==> config.mk <==
export PLATFORM = sky130hd
export DESIGN_NAME = i2s_capture_ctrl
export DESIGN_NICKNAME = d
export VERILOG_FILES = /design/src/rtl/i2s_capture_ctrl.sv
export SDC_FILE = /design/constraint.sdc
export NUM_CORES = 1
export LEC_CHECK = 0
export CAP_MARGIN = 40
export CORE_MARGIN = 1.5
export CORE_UTILIZATION = 60
export CTS_CLUSTER_SIZE = 12
export DETAILED_ROUTE_END_ITERATION = 10
export HOLD_SLACK_MARGIN = 0.03
export PLACE_DENSITY = 0.85
export SYNTH_ARGS = -nofsm -noshare
export SYNTH_HDL_FRONTEND = slang
export SYNTH_SLANG_ARGS = --single-unit
==> constraint.sdc <==
create_clock -name clk_i -period 4.1 [get_ports clk_i]
set_input_delay 0.615 -clock clk_i [delete_from_list [all_inputs] [get_ports clk_i]]
set_output_delay 0.615 -clock clk_i [all_outputs]
set_load 0.01 [all_outputs]
==> src/rtl/i2s_capture_ctrl.sv <==
// Sequencer for the I2S clock generator and capture path: releases the generator on start,
// drops warm-up frames, gates capture for a frame count or until stop, and flags a stalled frame pulse.
module i2s_capture_ctrl #(
    parameter int unsigned CNT_W         = 16,
    parameter int unsigned WARMUP_FRAMES = 16,
    parameter int unsigned TIMEOUT_CYC   = 65536
) (
    input  logic             clk_i,
    input  logic             rst_ni,
    input  logic             start_valid_i,
    output logic             start_ready_o,
    input  logic [CNT_W-1:0] start_frames_i,
    input  logic             stop_i,
    input  logic             frame_start_i,
    output logic             gen_rst_no,
    output logic             capture_en_o,
    output logic [CNT_W-1:0] frame_cnt_o,
    output logic             busy_o,
    output logic             done_o,
    output logic             err_o
);

    localparam int unsigned TMO_W = $clog2(TIMEOUT_CYC);
    localparam int unsigned WRM_W = $clog2(WARMUP_FRAMES + 1);

    localparam logic [TMO_W-1:0] TMO_LAST = TMO_W'(TIMEOUT_CYC - 1);
    localparam logic [WRM_W-1:0] WRM_LAST = WRM_W'(WARMUP_FRAMES - 1);
    localparam logic [CNT_W-1:0] CNT_MAX  = '1;

    typedef enum logic [1:0] {
        ST_IDLE    = 2'd0,
        ST_WARMUP  = 2'd1,
        ST_CAPTURE = 2'd2
    } state_e;

    state_e             state_q, state_d;
    logic [CNT_W-1:0]   target_q, target_d;
    logic [CNT_W-1:0]   frame_cnt_q, frame_cnt_d;
    logic [WRM_W-1:0]   warm_cnt_q, warm_cnt_d;
    logic [TMO_W-1:0]   tmo_cnt_q, tmo_cnt_d;
    logic               stop_pend_q, stop_pend_d;
    logic               gen_rst_n_q, gen_rst_n_d;
    logic               capture_en_q, capture_en_d;
    logic               busy_q, busy_d;
    logic               done_q, done_d;
    logic               err_q, err_d;

    logic [CNT_W-1:0]   cnt_inc;
    logic               tmo_hit;
    logic               exit_now;

    // State and output registers
    always_ff @(posedge clk_i or negedge rst_ni) begin
        if (!rst_ni) begin
            state_q      <= ST_IDLE;
            target_q     <= '0;
            frame_cnt_q  <= '0;
            warm_cnt_q   <= '0;
            tmo_cnt_q    <= '0;
            stop_pend_q  <= 1'b0;
            gen_rst_n_q  <= 1'b0;
            capture_en_q <= 1'b0;
            busy_q       <= 1'b0;
            done_q       <= 1'b0;
            err_q        <= 1'b0;
        end else begin
            state_q      <= state_d;
            target_q     <= target_d;
            frame_cnt_q  <= frame_cnt_d;
            warm_cnt_q   <= warm_cnt_d;
            tmo_cnt_q    <= tmo_cnt_d;
            stop_pend_q  <= stop_pend_d;
            gen_rst_n_q  <= gen_rst_n_d;
            capture_en_q <= capture_en_d;
            busy_q       <= busy_d;
            done_q       <= done_d;
            err_q        <= err_d;
        end
    end

    // Next-state and next-output decode
    always_comb begin
        state_d     = state_q;
        target_d    = target_q;
        frame_cnt_d = frame_cnt_q;
        warm_cnt_d  = warm_cnt_q;
        tmo_cnt_d   = tmo_cnt_q;
        stop_pend_d = stop_pend_q;
        err_d       = err_q;
        done_d      = 1'b0;
        exit_now    = 1'b0;

        cnt_inc = (frame_cnt_q == CNT_MAX) ? frame_cnt_q : frame_cnt_q + CNT_W'(1);
        tmo_hit = !frame_start_i && (tmo_cnt_q == TMO_LAST);

        if (state_q != ST_IDLE) begin
            tmo_cnt_d = frame_start_i ? '0 : tmo_cnt_q + TMO_W'(1);
        end

        case (state_q)
            ST_IDLE: begin
                if (start_valid_i) begin
                    state_d     = ST_WARMUP;
                    target_d    = start_frames_i;
                    frame_cnt_d = '0;
                    warm_cnt_d  = '0;
                    tmo_cnt_d   = '0;
                    err_d       = 1'b0;
                end
            end
            ST_WARMUP: begin
                if (stop_i) begin
                    exit_now = 1'b1;
                end else if (frame_start_i) begin
                    warm_cnt_d = warm_cnt_q + WRM_W'(1);
                    if (warm_cnt_q == WRM_LAST) begin
                        state_d = ST_CAPTURE;
                    end
                end else if (tmo_hit) begin
                    exit_now = 1'b1;
                    err_d    = 1'b1;
                end
            end
            ST_CAPTURE: begin
                if (frame_start_i) begin
                    frame_cnt_d = cnt_inc;
                    if (((target_q != '0) && (cnt_inc == target_q)) || stop_pend_q || stop_i) begin
                        exit_now = 1'b1;
                    end
                end else begin
                    if (stop_i) begin
                        stop_pend_d = 1'b1;
                    end
                    if (tmo_hit) begin
                        exit_now = 1'b1;
                        err_d    = 1'b1;
                    end
                end
            end
            default: begin
                state_d = ST_IDLE;
            end
        endcase

        if (exit_now) begin
            state_d     = ST_IDLE;
            done_d      = 1'b1;
            stop_pend_d = 1'b0;
        end

        busy_d       = (state_d != ST_IDLE);
        gen_rst_n_d  = (state_d != ST_IDLE);
        capture_en_d = (state_d == ST_CAPTURE);
    end

    assign start_ready_o = (state_q == ST_IDLE);
    assign gen_rst_no    = gen_rst_n_q;
    assign capture_en_o  = capture_en_q;
    assign frame_cnt_o   = frame_cnt_q;
    assign busy_o        = busy_q;
    assign done_o        = done_q;
    assign err_o         = err_q;

endmodule

# Yosys cells after proc, flatten, opt, wreduce, memory -nomap -nowiden

Cells that the tools add are included.

Add/sub/neg operators: 3
Equality and inequality tests: 12
Reduce and logical (&&, ||, !) cells: 19
Multiplexer cells: 34

Operators with widths:

| cell                  | number |
|---|---|
| $mux 16               | 7 |
| $add 16x1->16 const B | 2 |
| $eq 16x16->1 const B  | 2 |
| $pmux 16 s2           | 1 |
| $eq 16x16->1          | 1 |
| $reduce_bool 16->1    | 1 |
| $mux 5                | 3 |
| $mux 1                | 14 |
| $reduce_bool 2->1     | 6 |
| $mux 2                | 5 |
| $pmux 5 s2            | 1 |
| $reduce_and 3->1      | 3 |
| $ne 2x2->1 const B    | 4 |
| $pmux 2 s3            | 1 |
| $add 5x1->5 const B   | 1 |
| $eq 5x4->1 const B    | 1 |
| $eq 2x2->1 const B    | 2 |
| $reduce_and 4->1      | 1 |
| $pmux 1 s3            | 1 |
| $reduce_bool 3->1     | 1 |
| $eq 2x1->1 const B    | 1 |
| $logic_and 1x1->1     | 2 |
| $logic_not 2->1       | 1 |
| $logic_or 1x1->1      | 2 |
| 4 further kinds       | 4 |

Word-level logic and storage cells: 78
Bits of input ports: 21
Output and inout port bits: 22
Flip-flop bits (word level): 60

# Longest topological paths before layout

Gate-level depths: netlist of the first run.

Depth in word-level cells: 11
Depth in mapped cells: 10
Mapped depth without buffers: 9

# Least setup slack after synthesis of the first run

OpenSTA, ideal clock, no wires.

Path type: register to register
From: register frame_cnt_q[0] (netlist: frame_cnt_o[0])
To: register capture_en_q (netlist: capture_en_o)
Required time: 3,955 ps
Period minus slack after synthesis: 2,592 ps
Library setup time: 145 ps
Buffers on the path: 0
Slack: 1,508 ps
Cell stages (with the launch flop): 9
Arrival: 2,446 ps
Cells stage by stage: dfrtp_1 ha_1 nand3_1 nor4_4 a221oi_2 a2111oi_2 nand4_1 nor4_4 nor3_1

Cells in the longest elaborated chain, start to end: 11
Elaborated cells on any way between the ends: 12
Classes of those cells: add/sub (1); eq/ne (3); mux (5); reduce/logical (3)

Ends and longest elaborated chain:

| what                                                 | line | source |
|---|---|---|
| start, declared                                      | 38   | `logic [CNT_W-1:0] frame_cnt_q, frame_cnt_d;` |
| start signal, assigned                               | 69   | `frame_cnt_q <= frame_cnt_d;` |
| $add 16x1->16 / $eq 16x16->1 (equally long branches) | 93   | `cnt_inc = (frame_cnt_q == CNT_MAX) ? frame_cnt_q : frame_cnt_q + CNT_W'(1);` |
| $mux 16 *                                            | 93   |  |
| $eq 16x16->1 *                                       | 127  | `if (((target_q != '0) && (cnt_inc == target_q)) \|\| stop_pend_q \|\| stop_i) begin` |
| $logic_and 1x1->1 *                                  | 127  |  |
| $logic_or 1x1->1 * (2 in series)                     | 127  |  |
| $mux 1 *                                             | 127  |  |
| $mux 1 *                                             | 125  | `if (frame_start_i) begin` |
| $pmux 1 s2 *                                         | 100  | `case (state_q)` |
| $mux 2 *                                             | 145  | `if (exit_now) begin` |
| $eq 2x2->1 *                                         | 153  | `capture_en_d = (state_d == ST_CAPTURE);` |
| net capture_en_d                                     | 43   | `logic capture_en_q, capture_en_d;` |
| end signal, assigned                                 | 74   | `capture_en_q <= capture_en_d;` |
| end, declared                                        | 43   |  |

The timed path passes the listed nets; every way through them passes the cells marked *.
A chain may end at the register's enable or synchronous reset.

# Worst setup path after layout of the first run

From: register frame_cnt_q[0] (netlist: frame_cnt_o[0])
To: register state_q[0]

Cells in the longest elaborated chain, start to end: 10
Elaborated cells on any way between the ends: 11
Classes of those cells: add/sub (1); eq/ne (2); mux (5); reduce/logical (3)

Ends and longest elaborated chain:

| what                                                 | line | source |
|---|---|---|
| $add 16x1->16 / $eq 16x16->1 (equally long branches) | 93   |  |
| $mux 16 *                                            | 93   |  |
| $eq 16x16->1 *                                       | 127  |  |
| $logic_and 1x1->1 *                                  | 127  |  |
| $logic_or 1x1->1 * (2 in series)                     | 127  |  |
| $mux 1 *                                             | 127  |  |
| $mux 1 *                                             | 125  |  |
| $pmux 1 s2 *                                         | 100  |  |
| $mux 2 *                                             | 145  |  |
| net state_d[0]                                       | 36   | `state_e state_q, state_d;` |
| end signal, assigned                                 | 67   | `state_q <= state_d;` |
| end, declared                                        | 36   |  |

Marked as above.

==> summary.md, run 1 <==
| Metric | Value |
|---|---|
| Status | `completed` |
| Die Y | `81.86 um` |
| Slew @ Worst Pin | `about 0.85 ns` |
| Design Power | `2.104 mW` |
| Sw power | `741.1 uW` |
| Site Rows | `28` |
| Peak VDD IR | `372.3 uV` |
| Setup TNS | `0 ns` |
| Core area | `5956 um^2` |
| Final WL | `9245 um` |
| Vias per cell | `about 6.3` |
| CTS-repair resized insts | `0` |
| Most common cell in the netlist | `dfrtp_1` |
| R2r setup slk | `1.05 ns` |
| Number of max-cap violations | `0` |
| Pint | `1.363 mW` |
| Startpoint types | `flip-flop` |
| Yosys Warn Count | `0` |
| Fill count | `roughly 440` |
| Min-delay worst type | `input pin to async pin` |
| Final net count | `475` |
| RSZ-0062 raised after global routing | `no` |
| PortBufs | `42` |
| Mapped cell area | `3731 um^2` |
| Hold Vio Cnt, Final | `0` |
| DRC Markers | `0` |
| Multi-input gate area | `2100 um^2` |
| Clock Latency Late Sink | `0.36 ns` |
| Starting DRT DRC Count | `327` |
| Buf+Inv Stages, Crit Path | `0` |
| Share of cells above drive strength 1 | `a little over a tenth` |
| Syn Area/Cell | `9.100 um^2` |
| CTS H-tree lvls | `3` |
| Cell chain of the critical path | `ha_1 > nand3_1 > nor4_4 > a221oi_2 > a2111oi_2 > nand4_1 > nor4_4 > nor3_1` |
| HPWL after DPL | `6365 um` |
| Final antenna-violating net count | `0` |
| Synth Instances | `410` |
| Distinct cells, synth | `56` |
| Largest net degree at the start of global routing | `37` |
| Power per standard cell area | `480.4 nW/um^2` |
| Gr usage total | `30.61%` |
| Commonest cells in the synthesized netlist | `dfrtp_1 (60), nand2_1 (49), o21ai_0 (45)` |
| Worst setup EP type | `flip-flop` |
| Reg-to-reg startpoint | `frame_cnt_o[0]$_DFFE_PN0P_` |
| CTS Hold Bufs | `0` |
| Number of top-level pins | `43` |
| Comb pwr share | `30.5%` |
| Min Clock Period, post-route | `between 3 and 4 ns` |
| Area share of the largest cell type after synthesis | `about two fifths` |
| Area delta synth->final | `17.37%` |
| Most Frequent Cell on Critical Path | `nor4_4` |
| Clock-pin slew on the worst setup and hold paths | `0.08 ns` |
| First-pass DRT Iterations | `5` |
| Num CTS Buffers | `9` |
| Placer's final routability congestion estimate | `0.9646` |
| Vias in the first global route | `3156` |
| Via count | `approximately 3300` |
| Max-slew violations | `0` |
| Reg2reg end | `state_q[0]$_DFF_PN0_` |
| Clock share of power | `28.6%` |
| Period utilisation layout | `between 70% and 80%` |
| Sw frac | `35.23%` |
| Total gr overflow | `0` |
| Post-layout util | `73.53%` |
| DIE AREA | `6700 um^2` |
| #FFs+latches synth | `60` |
| Postcts setup bufs | `0` |
| Syn Nets | `440` |
| Synth area leader | `dfrtp_1` |
| CP max FO | `9` |
| Clock Skew | `between 0.01 and 0.015 ns` |
| Setup slack after layout | `1.046 ns` |
| First-pass GRT wire length | `15340 um` |
| Dpl ws | `1.127 ns` |
| Worst Path Required | `4.30 ns` |
| Reg2Reg Depth | `8` |
| CP peak stage delay | `0.53 ns` |
| TritonCTS clock tree | `done` |
| FFs w/ async S/R, synth | `100.0%` |
| Relative slew slack | `43.24%` |
| Crit path DAT | `about 3.3 ns` |
| Final Setup Violations | `0` |
| Top cells by area, synth | `dfrtp_1 (40%), o21ai_0 (6.0%), nand2_1 (4.9%)` |
| Sequential cell area | `1501 um^2` |
| Static Leak | `roughly 1.8 nW` |
| EDFF count, synth | `0` |
| Die extent in x | `roughly 82 um` |
| Crit-path leading delay family | `simple AND/OR/NAND/NOR gates` |
| Initial antenna violation count | `0` |
| ANT cells | `0` |
| CTS Sinks | `60` |
| FMAX | `327.4 MHz` |
| Slowest-stage cell, CP | `nor4_4` |
| Crit Path Class | `flip-flop to flip-flop` |
| Initial core utilization | `between 60% and 70%` |
| Sequential-to-total area share from yosys stat | `40.24%` |
| Routed WL per cell | `approximately 18 um` |
| Flop pwr share | `approximately two fifths` |
| Clk root buf | `clkbuf_8` |
| Main synth FF type | `dfrtp_1` |
| Clock buffer depth | `2` |
-- cell usage in the layout (no fill, tap or decap), types with 6 or more instances in the layout --
cell type        instances
dfrtp_1                 60
nand2_1                 49
o21ai_0                 45
clkdlybuf4s50_1         41
nor2_1                  32
nand3_1                 20
a21oi_1                 20
mux2_2                  16
xnor2_1                 12
clkbuf_8                10
xor2_1                   9
nor3_1                   9
ha_1                     9
inv_1                    8
and3_1                   8
nand4_1                  8
a31oi_1                  7
o31ai_1                  7
mux2i_1                  6
-- worst register-to-register path: cells and delay by family, from the launching register on --
kind	cells	cell delay, ns
AND/OR/NAND/NOR	5	1.55
AO/OA/AOI/OAI	2	0.52
flip-flops	1	0.50
adder cells (fa/ha/maj)	1	0.32
-- state kept, by name, indices dropped and copies added, names as in the netlist --
register      cells
capture_en_o      1
done_o            1
err_o             1
tmo_cnt_q        16
warm_cnt_q        5
busy_o            1
target_q         16
frame_cnt_o      16
stop_pend_q       1
state_q           2
-- area by class of cell --
cell class | count | area share (%)
clock buffer | 11 | 3.229
clock inverter | 5 | 1.714
inverter | 8 | 0.6857
multi-input combinational | 321 | 47.94
sequential | 60 | 34.29
tap | 75 | 2.143
timing repair buffer | 45 | 10.00
-- through the flow --
stage | cells | instance area [um^2] | hold WS [ns]
after global placement | 509 | 4163 | 0.4669
after global routing | 525 | 4379 | 0.3035
after detailed placement | 509 | 4163 | 0.4715
final | 525 | 4379 | 0.2567
after CTS | 525 | 4379 | 0.2731
after floorplan | 410 | 3731 | 0.3194
-- logic make-up after synthesis --
family,count (synthesis),synth area share [%]
AOI/OAI and AO/OA,107,18.11
xor gates and xnor gates,22,5.533
adders and majority gates,9,3.018
buffers and inverters,29,3.487
DFF,60,40.24
muxes,22,6.439
and+or+nand+nor,161,23.17
-- power by group through the flow --
stage	registers, mW	logic [mW]	clock network [mW]
after floorplan	0.817	0.469	0
after global placement	0.856	0.614	0
after detailed placement	0.860	0.631	0
after CTS	0.853	0.636	0.608
after global routing	0.872	0.712	0.633
final	0.861	0.641	0.602
-- layer usage --
metal  up-vias  track usage (%)  wire length [um]
met2       127            49.43              4508
met4         0            15.59               270
li1       1574                -                 -
met5         -                0                 0
met3        28            4.667               497
met1      1600            39.80              3968
-- worst max path at each step --
stage,startpoint,endpoint,slack [ns],depth (start not counted)
after floorplan,frame_cnt_o[0]$_DFFE_PN0P_,capture_en_o$_DFF_PN0_,1.51,8
after global placement,frame_cnt_o[0]$_DFFE_PN0P_,capture_en_o$_DFF_PN0_,1.26,8
after detailed placement,frame_cnt_o[0]$_DFFE_PN0P_,state_q[0]$_DFF_PN0_,1.13,8
after CTS,frame_cnt_o[0]$_DFFE_PN0P_,state_q[0]$_DFF_PN0_,1.06,8
after global routing,frame_cnt_o[0]$_DFFE_PN0P_,capture_en_o$_DFF_PN0_,0.80,8
final,frame_cnt_o[0]$_DFFE_PN0P_,state_q[0]$_DFF_PN0_,1.05,8
No activity file was read; power rests on OpenSTA's default activity.
==> run 2, diff against run 1 <==
--- a/config.mk
+++ b/config.mk
@@ -7,11 +7,11 @@
 export LEC_CHECK = 0
 export CAP_MARGIN = 40
 export CORE_MARGIN = 1.5
-export CORE_UTILIZATION = 60
+export CORE_UTILIZATION = 57
 export CTS_CLUSTER_SIZE = 12
 export DETAILED_ROUTE_END_ITERATION = 10
 export HOLD_SLACK_MARGIN = 0.03
-export PLACE_DENSITY = 0.85
+export PLACE_DENSITY = 0.81
 export SYNTH_ARGS = -nofsm -noshare
 export SYNTH_HDL_FRONTEND = slang
 export SYNTH_SLANG_ARGS = --single-unit
==> constraint.sdc (replaced) <==
create_clock -name clk_i -period 3 [get_ports clk_i]
set_input_delay 0.45 -clock clk_i [delete_from_list [all_inputs] [get_ports clk_i]]
set_output_delay 0.45 -clock clk_i [all_outputs]
set_load 0.01 [all_outputs]
==> summary.md, run 2 (synthesized netlist as in run 1, its figures left out) <==
| Metric | Value |
|---|---|
| Status | `completed` |
| Commonest non-fill, non-tap cell in the layout | `dfrtp_1` |
| Design Power | `2.894 mW` |
| Max-slew violations | `0` |
| Slew @ Worst Pin | `0.6584 ns` |
| FMAX | `around 350 MHz` |
| Slowest-stage cell, CP | `a211oi_1` |
| Buf+Inv Stages, Crit Path | `0` |
| CP max FO | `7` |
| Initial antenna violation count | `0` |
| Worst hold slack | `approximately 0.044 ns` |
| Core area | `6350 um^2` |
| Power per standard cell area | `640.7 nW/um^2` |
| Routed WL per cell | `approximately 18 um` |
| Static Leak | `1.876 nW` |
| ANT cells | `0` |
| Die Y | `83.91 um` |
| Starting DRT DRC Count | `273` |
| RSZ-0062 raised after global routing | `no` |
| Min-delay worst type | `input pin to async pin` |
| Crit path DAT | `3.05 ns` |
| HPWL after DPL | `6979 um` |
| Final net count | `between 400 and 500` |
| DRC Markers | `0` |
| First-pass DRT Iterations | `5` |
| TritonCTS clock tree | `done` |
| Worst Path Required | `3.22 ns` |
| Final instance area | `4517 um^2` |
| Placer's final routability congestion estimate | `0.9089` |
| Final antenna-violating net count | `0` |
| Num CTS Buffers | `9` |
| Number of max-cap violations | `0` |
| Period utilisation layout | `94.37%` |
| Clock Skew | `approximately 0.0098 ns` |
| DIE AREA | `7040 um^2` |
| Die extent in x | `83.91 um` |
| Number of top-level pins | `43` |
| Area delta synth->final | `21.06%` |
| CTS H-tree lvls | `3` |
| Total gr overflow | `0` |
| Setup TNS | `0 ns` |
| Final Setup Violations | `0` |
| PortBufs | `42` |
| Clock buffer depth | `2` |
| Startpoint types | `flip-flop` |
| CP peak stage delay | `approximately 0.48 ns` |
| Fill count | `507` |
| First-pass GRT wire length | `15880 um` |
| Relative slew slack | `~56%` |
| Final WL | `9649 um` |
| Worst setup EP type | `flip-flop` |
| Hold Vio Cnt, Final | `0` |
| Site Rows | `29` |
| Crit-path leading delay family | `simple AND/OR/NAND/NOR gates` |
| Clock-pin slew on the worst setup and hold paths | `about 0.070 ns` |
| Vias per cell | `6.298` |
| Min Clock Period, post-route | `2.831 ns` |
| Placed Area | `4278 um^2` |
| Initial core utilization | `58.76%` |
| Crit Path Class | `flip-flop to flip-flop` |
| Peak VDD IR | `between 400 and 500 uV` |
| CTS-repair resized insts | `0` |
| CTS Sinks | `60` |
| Largest net degree at the start of global routing | `22` |
| Clk root buf | `clkbuf_8` |
| Cell chain of the critical path | `ha_1 > nand3_1 > a211oi_1 > a221oi_2 > a2111oi_2 > nand4_1 > nor4_4 > nor3_1` |
| Via count | `about 3400` |
| Vias in the first global route | `between 3000 and 4000` |
| Share of cells above drive strength 1 | `between 10% and 20%` |
| Gr usage total | `about 29%` |
| Highest-count cells in the layout ignoring fill and taps | `dfrtp_1 (60), nand2_1 (49), o21ai_0 (45)` |
| Clock Latency Late Sink | `0.35 ns` |
-- run 2: cell count changes in the layout (fill, tap and decap cells not counted), sizes merged --
cell,change
clkinvlp,+1
clkinv,-2
buf,+17
-- run 2: what timing repair did --
item                                   4_1_cts  5_1_grt
setup buffers                                0        2
setup endpoints to repair                    0        5
endpoints found under the hold margin        0        0
hold buffers                                 0        0
-- run 2: report_power, final --
| group | leakage [nW] | switching [mW] | total, mW | internal (mW) |
|---|---|---|---|---|
| Sequential | 0.795 | 0.206 | 1.17 | 0.966 |
| Combinational | 0.970 | 0.472 | 0.892 | 0.420 |
| Clock | 0.111 | 0.323 | 0.830 | 0.507 |
-- run 2: worst register-to-register path, stage by stage (launching register included) --
cell       delay, ns
dfrtp_1         0.47
ha_1            0.31
nand3_1         0.29
a211oi_1        0.48
a221oi_2        0.12
a2111oi_2       0.34
nand4_1         0.19
nor4_4          0.41
nor3_1          0.10
-- run 2: per-layer routing --
layer | vias to the layer above | GRT usage, % | wire length (um)
met5 | - | 0 | 0
met4 | 0 | 13.26 | 291
met1 | 1678 | 35.66 | 4166
met2 | 110 | 47.80 | 4808
li1 | 1604 | - | -
met3 | 28 | 5.935 | 382
-- run 2: path summary, 6_finish.rpt --
| check | start | to | slack (ns) | cells past startpoint |
|---|---|---|---|---|
| max | frame_cnt_o[1]$_DFFE_PN0P_ | capture_en_o$_DFF_PN0_ | 0.17 | 8 |
| min | rst_ni | frame_cnt_o[7]$_DFFE_PN0P_ | 0.04 | 1 |
| max reg2reg | frame_cnt_o[1]$_DFFE_PN0P_ | capture_en_o$_DFF_PN0_ | 0.17 | 8 |
| min reg2reg | tmo_cnt_q[8]$_DFF_PN0_ | tmo_cnt_q[8]$_DFF_PN0_ | 0.50 | 1 |
| max in group asynchronous | rst_ni | frame_cnt_o[11]$_DFFE_PN0P_ | 2.29 | 2 |
| min in group clk_i | tmo_cnt_q[8]$_DFF_PN0_ | tmo_cnt_q[8]$_DFF_PN0_ | 0.50 | 1 |
-- run 2: layout make-up --
type	count	area [um^2]	share of cell area, %
clock inverters	4	72.57	1.607
clock buffers	11	151.4	3.352
multi-input cells	321	2100	46.48
repair buffers	62	565.5	12.52
inverters	8	30.03	0.6648
flip-flops and latches	60	1501	33.24
well taps	77	96.34	2.133
-- run 2: per-stage QoR --
stage          util [%]  instances  worst slack [ns]
3_3_place_gp      67.37        526            0.3094
5_1_grt           71.13        543          0.009418
3_5_place_dp      67.37        526            0.1266
4_1_cts           70.90        541            0.1321
2_1_floorplan         -        410            0.4084
6_report          71.13        543            0.1689
==> run 3, diff against run 2 <==
--- a/config.mk
+++ b/config.mk
@@ -10,7 +10,7 @@
 export CORE_UTILIZATION = 57
 export CTS_CLUSTER_SIZE = 12
 export DETAILED_ROUTE_END_ITERATION = 10
-export HOLD_SLACK_MARGIN = 0.03
+export HOLD_SLACK_MARGIN = 0.15
 export PLACE_DENSITY = 0.81
 export SYNTH_ARGS = -nofsm -noshare
 export SYNTH_HDL_FRONTEND = slang
==> summary.md, run 3 (synthesized netlist as in run 1, its figures left out) <==
| Metric | Value |
|---|---|
| Status | `completed` |
| CTS-repair resized insts | `0` |
| Die extent in x | `between 80 and 90 um` |
| Slowest-stage cell, CP | `a211oi_1` |
| RSZ-0062 raised after global routing | `no` |
| Gr usage total | `28.65%` |
| CP peak stage delay | `0.48 ns` |
| Final Setup Violations | `0` |
| First-pass DRT Iterations | `5` |
| Number of max-cap violations | `0` |
| Sw power | `approximately 1 mW` |
| Crit-path leading delay family | `simple AND/OR/NAND/NOR gates` |
| CTS H-tree lvls | `3` |
| Largest net degree at the start of global routing | `22` |
| CTS Sinks | `60` |
| Buf+Inv Stages, Crit Path | `0` |
| Routed WL per cell | `around 18 um` |
| Initial antenna violation count | `0` |
| Reg2Reg Depth | `8` |
| Dpl ws | `0.1266 ns` |
| Post-layout util | `71.29%` |
| Hold EP | `tmo_cnt_q[8]$_DFF_PN0_` |
| Worst hold stages | `1` |
| ANT cells | `0` |
| Clock Latency Late Sink | `0.35 ns` |
| Die Y | `~84 um` |
| Clk root buf | `clkbuf_8` |
| Relative slew slack | `56.26%` |
| DIE AREA | `7040 um^2` |
| Startpoint types | `flip-flop` |
| Placed Area | `4278 um^2` |
| Sw frac | `34.65%` |
| Static Leak | `1.880 nW` |
| FMAX | `~350 MHz` |
| Final instance area | `4527 um^2` |
| PortBufs | `42` |
| Total gr overflow | `0` |
| TritonCTS clock tree | `done` |
| Crit path DAT | `3.05 ns` |
| Final WL | `between 9000 and 10000 um` |
| Reg2reg end | `capture_en_o$_DFF_PN0_` |
| Power per standard cell area | `640.1 nW/um^2` |
| Min-delay worst type | `flip-flop to flip-flop` |
| Placer's final routability congestion estimate | `0.9089` |
| Worst Path Required | `3.22 ns` |
| R2r setup slk | `0.17 ns` |
| Final antenna-violating net count | `0` |
| Clock-pin slew on the worst setup and hold paths | `0.07 ns` |
| Num CTS Buffers | `9` |
| Pint | `1.894 mW` |
| Worst hold slack | `just under 0.5 ns` |
| CP max FO | `7` |
| Flop pwr share | `40.4%` |
| HPWL after DPL | `6979 um` |
| Vias in the first global route | `3250` |
| Crit Path Class | `flip-flop to flip-flop` |
| Area delta synth->final | `21.33%` |
| Max-slew violations | `0` |
| Period utilisation layout | `94.34%` |
| Share of cells above drive strength 1 | `13.92%` |
| Clock buffer depth | `2` |
| Clock Skew | `~0.011 ns` |
| Min Clock Period, post-route | `2.830 ns` |
| Number of top-level pins | `43` |
| Initial core utilization | `between 50% and 60%` |
| Cell chain of the critical path | `ha_1 > nand3_1 > a211oi_1 > a221oi_2 > a2111oi_2 > nand4_1 > nor4_4 > nor3_1` |
| DRC Markers | `0` |
| Core area | `6350 um^2` |
| Via count | `3404` |
| Setup slack after layout | `0.1697 ns` |
| Reg-to-reg startpoint | `frame_cnt_o[1]$_DFFE_PN0P_` |
| Comb pwr share | `30.9%` |
| Slew @ Worst Pin | `between 0.6 and 0.7 ns` |
| Worst setup EP type | `flip-flop` |
| Site Rows | `29` |
| Commonest non-fill, non-tap cell in the layout | `dfrtp_1` |
| Final net count | `slightly below 500` |
| Clock share of power | `roughly 29%` |
| Highest-count cells in the layout ignoring fill and taps | `dfrtp_1 (60), nand2_1 (49), o21ai_0 (45)` |
| Setup TNS | `0 ns` |
| First-pass GRT wire length | `15880 um` |
| Starting DRT DRC Count | `215` |
| Hold Vio Cnt, Final | `0` |
| Peak VDD IR | `456.0 uV` |
| Hold Crit Start | `tmo_cnt_q[8]$_DFF_PN0_` |
| Vias per cell | `6.257` |
-- run 3: cell types whose count changed in the layout (fill, tap and decap cells not counted) --
cell,change
dlygate4sd3_1,+1
-- run 3: layout make-up --
type                    instances  area (um^2)
multi-input cells             321         2100
fillers                       509         1823
flip-flops and latches         60         1501
repair buffers                 63        575.6
clock buffers                  11        151.4
well taps                      77        96.34
clock inverters                 4        72.57
inverters                       8        30.03
-- run 3: layer usage --
layer  wire, um  track usage (%)
met1       4240            35.73
met4        281            13.26
met3        376            5.836
met2       4793            47.80
met5          0                0
-- run 3: worst register-to-register path, delay by kind of cell (launching register included) --
kind	cells	cell delay [ns]
compound gates	3	0.94
fa+ha+maj	1	0.31
flops	1	0.47
simple gates	4	0.99
-- run 3: metrics by stage --
| stage | cells | power, mW |
|---|---|---|
| final | 544 | 2.898 |
| after global routing | 544 | 3.048 |
| after CTS | 542 | 2.896 |
| after detailed placement | 526 | 2.064 |
| after global placement | 526 | 2.026 |
| after floorplan | 410 | 1.757 |
-- run 3: power groups by stage --
stage          combinational (mW)  sequential (mW)  clock (mW)
6_report                    0.896             1.17       0.830
5_1_grt                     0.978             1.19       0.881
4_1_cts                     0.889             1.17       0.840
3_5_place_dp                0.885             1.18           0
3_3_place_gp                0.854             1.17           0
2_1_floorplan               0.641             1.12           0
-- run 3: worst max path at each step --
stage	start	end	slack (ns)	cells after the start
finish	frame_cnt_o[1]$_DFFE_PN0P_	capture_en_o$_DFF_PN0_	0.17	8
global route	frame_cnt_o[1]$_DFFE_PN0P_	done_o$_DFF_PN0_	0.009	8
CTS	frame_cnt_o[1]$_DFFE_PN0P_	capture_en_o$_DFF_PN0_	0.13	8
detailed placement	frame_cnt_o[1]$_DFFE_PN0P_	capture_en_o$_DFF_PN0_	0.13	8
global placement	frame_cnt_o[1]$_DFFE_PN0P_	capture_en_o$_DFF_PN0_	0.31	8
floorplan	frame_cnt_o[0]$_DFFE_PN0P_	capture_en_o$_DFF_PN0_	0.41	8
-- run 3: repair_timing --
action	4_1_cts	5_1_grt
hold buffers	1	0
hold endpoints to repair	18	0
setup endpoints to repair	0	5
setup buffers	0	2
